## src/rtl/div_pkg.sv

```systemverilog
// Shared types and helpers for the iterative 32-bit divider.
package div_pkg;
  localparam int DIV_WIDTH   = 32;
  localparam int DIV_LATENCY = 34;

  typedef enum logic [1:0] {IDLE, CALC, FIX, DONE} state_t;

  function automatic logic [31:0] neg32(input logic [31:0] v);
    return ~v + 32'd1;
  endfunction
endpackage

```

## src/rtl/axis_iter_divider.sv

```systemverilog
// Restoring radix-2 divider, one quotient bit per cycle, AXI-stream style handshake
// without backpressure. Result word is {quotient, remainder}.
module axis_iter_divider
  import div_pkg::*;
#(
  parameter bit SIGNED = 1'b1,
  parameter int WIDTH  = DIV_WIDTH
) (
  input  logic               aclk,
  input  logic               areset,
  input  logic               s_axis_divisor_tvalid,
  input  logic [WIDTH-1:0]   s_axis_divisor_tdata,
  input  logic               s_axis_dividend_tvalid,
  input  logic [WIDTH-1:0]   s_axis_dividend_tdata,
  output logic               m_axis_dout_tvalid,
  output logic [2*WIDTH-1:0] m_axis_dout_tdata
);

  state_t             r_state, w_next;
  logic [4:0]         r_cnt;
  logic               r_fix_ph;
  logic               r_a_neg, r_q_neg;
  logic [WIDTH-1:0]   r_b, r_q, r_rem;
  logic [2*WIDTH-1:0] r_tdata;

  logic               w_accept;
  logic signed [WIDTH-1:0] w_a_s, w_b_s;
  logic               w_a_neg, w_b_neg;
  logic [WIDTH-1:0]   w_a_mag, w_b_mag;
  logic [WIDTH:0]     w_shift, w_sub;

  assign w_accept = (r_state == IDLE) && s_axis_dividend_tvalid && s_axis_divisor_tvalid;
  assign w_a_s    = s_axis_dividend_tdata;
  assign w_b_s    = s_axis_divisor_tdata;
  assign w_a_neg  = SIGNED && (w_a_s < 0);
  assign w_b_neg  = SIGNED && (w_b_s < 0);
  // abs(-2^31) wraps to 32'h80000000, which is the correct unsigned magnitude
  assign w_a_mag  = w_a_neg ? neg32(s_axis_dividend_tdata) : s_axis_dividend_tdata;
  assign w_b_mag  = w_b_neg ? neg32(s_axis_divisor_tdata) : s_axis_divisor_tdata;

  // Partial remainder stays below the divisor, so bit WIDTH of the 33-bit difference
  // is exactly the borrow; a zero divisor never borrows and yields all-ones, R = A.
  assign w_shift  = {r_rem, r_q[WIDTH-1]};
  assign w_sub    = w_shift - {1'b0, r_b};

  always_comb begin
    w_next = r_state;
    case (r_state)
      IDLE:    if (w_accept) w_next = CALC;
      CALC:    if (r_cnt == 5'd31) w_next = FIX;
      FIX:     if (r_fix_ph) w_next = DONE;
      DONE:    w_next = IDLE;
      default: w_next = IDLE;
    endcase
  end

  always_ff @(posedge aclk) begin
    if (areset) r_state <= IDLE;
    else        r_state <= w_next;
  end

  // Control: iteration count, fix phase and the held result word
  always_ff @(posedge aclk) begin
    if (areset) begin
      r_cnt    <= 5'd0;
      r_fix_ph <= 1'b0;
      r_tdata  <= '0;
    end else begin
      case (r_state)
        IDLE: if (w_accept) begin
          r_cnt    <= 5'd0;
          r_fix_ph <= 1'b0;
        end
        CALC: r_cnt <= r_cnt + 5'd1;
        FIX: begin
          r_fix_ph <= 1'b1;
          if (r_fix_ph) r_tdata <= {r_q, r_rem};
        end
        default: ;
      endcase
    end
  end

  // Datapath: operand latch, restoring step, then sign application in FIX phase 0
  always_ff @(posedge aclk) begin
    case (r_state)
      IDLE: if (w_accept) begin
        r_b     <= w_b_mag;
        r_q     <= w_a_mag;
        r_rem   <= '0;
        r_a_neg <= w_a_neg;
        r_q_neg <= w_a_neg ^ w_b_neg;
      end
      CALC: begin
        r_q   <= {r_q[WIDTH-2:0], ~w_sub[WIDTH]};
        r_rem <= w_sub[WIDTH] ? w_shift[WIDTH-1:0] : w_sub[WIDTH-1:0];
      end
      FIX: if (!r_fix_ph) begin
        r_q   <= r_q_neg ? neg32(r_q) : r_q;
        r_rem <= r_a_neg ? neg32(r_rem) : r_rem;
      end
      default: ;
    endcase
  end

  assign m_axis_dout_tvalid = (r_state == DONE);
  assign m_axis_dout_tdata  = r_tdata;

endmodule

```

## config.mk

```make
export PLATFORM = sky130hd
export DESIGN_NAME = axis_iter_divider
export DESIGN_NICKNAME = d
export VERILOG_FILES = /design/src/rtl/div_pkg.sv /design/src/rtl/axis_iter_divider.sv
export SDC_FILE = /design/constraint.sdc
export NUM_CORES = 1
export LEC_CHECK = 0
export BUFFER_PORTS_ARGS = -buffer_cell sky130_fd_sc_hd__buf_2
export CORE_ASPECT_RATIO = 1.5
export CORE_MARGIN = 2
export CORE_UTILIZATION = 50
export CTS_BUF_LIST = sky130_fd_sc_hd__clkbuf_16
export CTS_CLUSTER_DIAMETER = 100
export DETAILED_ROUTE_END_ITERATION = 12
export HOLD_SLACK_MARGIN = 0.06
export PLACE_DENSITY = 0.7
export SYNTH_ARGS = -nofsm -noshare
export SYNTH_HDL_FRONTEND = slang
export SYNTH_SLANG_ARGS = --single-unit
```

## constraint.sdc

```tcl
create_clock -name aclk -period 8 [get_ports aclk]
set_input_delay 1.6 -clock aclk [delete_from_list [all_inputs] [get_ports aclk]]
set_output_delay 1.6 -clock aclk [all_outputs]
set_load 0.02 [all_outputs]
```

==> results.toml <==
[run_status]
status = "completed"

[setup_path]
cp.required_ps = 8190
endpoint = "r_b[30]"
cp-startpoint = "s_axis_divisor_tdata[5]"
cp-end-kind = "register"
rr_startpoint = "r_q[31]"
r2r_slack_ps = 3660
r2r-end = "r_rem[17]"
crit_path_start_kind = "primary input"
cp.arrival_ps = 4720
path_max_fanout = 5
crit_type = "in2reg"
rr_worst_depth = 13

[clock_network]
path_clk_slew_ps = 60
cts_made_buffers = 17
postCtsSetupBuffers = 0
cts_resized = 0
cts_tree = "done"
holdBufCountCts = 0
cts_max_level = 4
clock_latency_ps = 440
clock_sinks = 170
clock_path_buffers = 2
root_buffer = "clkbuf_16"

[floorplan]
start_util = 0.511
row_count = 66
die_w_um = 126
dieArea_um2 = 23400
pin_count = 133
die_height_um = 186
core-area_um2 = 21700

[drt]
vias = 9857
postRouteAntennaNets = 0
drtIter0Drc = 579
dr.pass1.iters = 5
drcViolationCount = 0
avgRoutedWirePerCell_um = 17.4
drt_wl_total_um = 29200
avgViaCountPerCell = 5.87

[sta]
fin_crit_sh = 0.566
finalHoldViolations = 0
setup_tns_ps = 0
finalMaxSlewViolations = 0
max_freq_mhz = 221
rsz0062_at_grt = "false"
worst_pin_slew_ps = 1090
maxSlewHeadroom = 0.271
final.min_clock_period_ps = 4520
fin_ws_ps = 3480
setup_viol = 0
fin_skew_ps = 10.2

[power]
power_density_nw_per_um2 = 366
peakVddDrop_mv = 0.259
p_leak_nw = 4.89

[yosys]
synth_common_cells = "nand2_1 (203), a21oi_1 (121), nor2_1 (104)"
ys_warn_count = 0
synth.top_cell.area_share = 0.265
ys_ff_latch = 170
synth_most_common_cell = "nand2_1"
synth_area_um2 = 11100
ys_seq_area_frac = 0.395
yosysUniqueCellTypes = 67
synth_fp_nets = 1409
syn_inst = 1297
synth_edf_count = 98
synth_area_per_cell_um2 = 8.56
yosysTopAreaCell = "edfxtp_1"
ys_async_sr_fraction = 0
synth_top_flop_cell = "edfxtp_1"
netlist_top_cells_area = "edfxtp_1 (27%), dfxtp_1 (13%), nand2_1 (6.9%)"

[global_routing]
grt_use_total = 0.251
grt_pass1_vias = 9611
grt_max_degree = 73
antenna_found_initial = 0
overflow = 0
grt_pass1_wl_um = 48000

[finish]
fillers = 2081
layout.nets = 1507
syn_to_final_growth_pct = 13.0
antenna_cells = 0
layout-drive-gt1-share = 0.143

[worst_hold_path]
hold_depth = 2
hold_class = "reg2reg"

[placed_design]
dpl_worst_slack_ps = 3000
gp_congestion = 0.958
hpwlAfterDp_um = 21200
port_buffers = 132

[job]
maxCapViolCount = 0
-- registers in the layout (all words and copies together) (netlist names) --
register           cells
r_cnt                  5
r_state                2
r_rem                 32
r_q                   32
r_b                   32
r_a_neg                1
m_axis_dout_tdata     64
r_fix_ph               1
r_q_neg                1
-- stage by stage --
stage / area [µm²] / hold WS [ps] / util / total power [mW] / std cells
floorplan: 11100 / 460 / - / 3.20 / 1297
global placement: 12000 / 440 / 0.552 / 3.72 / 1648
detailed placement: 12000 / 443 / 0.552 / 3.76 / 1648
CTS: 12500 / 452 / 0.577 / 4.58 / 1680
global route: 12500 / 471 / 0.577 / 4.90 / 1680
finish: 12500 / 449 / 0.577 / 4.59 / 1680
-- cells by family (layout without fill, tap and decap cells) --
| kind of cell | Yosys count | after routing | synth area share |
|---|---|---|---|
| compound gates | 328 | 328 | 0.181 |
| xor+xnor | 129 | 129 | 0.102 |
| fa+ha+maj | 44 | 44 | 0.0503 |
| buf+inv | 123 | 234 | 0.0416 |
| flops | 170 | 170 | 0.395 |
| mux | 35 | 35 | 0.0317 |
| simple gates | 468 | 468 | 0.198 |
-- report_power, final --
| part | internal [mW] | total, mW | switching (mW) | leakage [nW] |
|---|---|---|---|---|
| clock | 0.453 | 0.806 | 0.353 | 0.282 |
| combinational | 0.875 | 2.17 | 1.29 | 3.08 |
| sequential | 1.27 | 1.61 | 0.339 | 1.52 |
-- layout make-up --
type | count | area (µm²) | share of cell area
multi-input combinational | 1004 | 6290 | 0.502
sequential | 170 | 4380 | 0.350
timing repair buffer | 143 | 743 | 0.0593
clock buffer | 17 | 425 | 0.0339
tap | 272 | 340 | 0.0271
inverter | 59 | 221 | 0.0177
clock inverter | 15 | 130 | 0.0104
-- worst min path at each step --
stage                                     start               endpoint  slack, ps
after floorplan                        r_cnt[4]               r_cnt[4]        460
after CTS                 m_axis_dout_tdata[14]  m_axis_dout_tdata[14]        450
after global routing       m_axis_dout_tdata[3]   m_axis_dout_tdata[3]        470
after detailed placement  m_axis_dout_tdata[14]  m_axis_dout_tdata[14]        440
final                      m_axis_dout_tdata[4]   m_axis_dout_tdata[4]        450
after global placement     m_axis_dout_tdata[7]   m_axis_dout_tdata[7]        440
-- metal layers --
| metal | global-route usage | share of wire | routed length [µm] |
|---|---|---|---|
| met5 | 0 | 0 | 0 |
| met4 | 0.119 | 0.039 | 1150 |
| met3 | 0.0393 | 0.042 | 1230 |
| met2 | 0.458 | 0.53 | 15300 |
| met1 | 0.283 | 0.39 | 11400 |
-- cell usage in the layout, fill, tap and decap left out, drive strengths merged, types with 5 or more instances in the layout --
| cell type | synthesis | routed |
|---|---|---|
| o21bai | 5 | 5 |
| buf | 1 | 143 |
| xor2 | 46 | 46 |
| nor2b | 8 | 8 |
| a21o | 8 | 8 |
| nor2 | 104 | 104 |
| o22ai | 28 | 28 |
| inv | 58 | 62 |
| or3 | 12 | 12 |
| nor3 | 25 | 25 |
| mux2i | 34 | 34 |
| o21ai | 69 | 69 |
| a221oi | 10 | 10 |
| nor4 | 14 | 14 |
| ha | 43 | 43 |
| edfxtp | 98 | 98 |
| o21a | 5 | 5 |
| dfxtp | 72 | 72 |
| o31ai | 17 | 17 |
| and3 | 6 | 6 |
| a31oi | 18 | 18 |
| or4 | 18 | 18 |
| clkinv | 1 | 10 |
| o41ai | 6 | 6 |
| xnor2 | 83 | 83 |
| nand3 | 21 | 21 |
| nand2 | 203 | 203 |
| a21oi | 121 | 121 |
| a22oi | 9 | 9 |
| nor4b | 6 | 6 |
| nand4 | 7 | 7 |
| nand3b | 6 | 6 |
| clkbuf | 63 | 17 |
| a22o | 5 | 5 |
| nand2b | 14 | 14 |
| or2 | 12 | 12 |
-- critical path, stage by stage --
cell      delay [ps]
buf_2            120
or4_4            530
or2_1            230
or4_4            510
or3_1            380
or4_4            470
or4_4            460
nand2b_4         170
o21ai_2          170
xnor2_1           80
No activity file was read; power rests on OpenSTA's default activity.
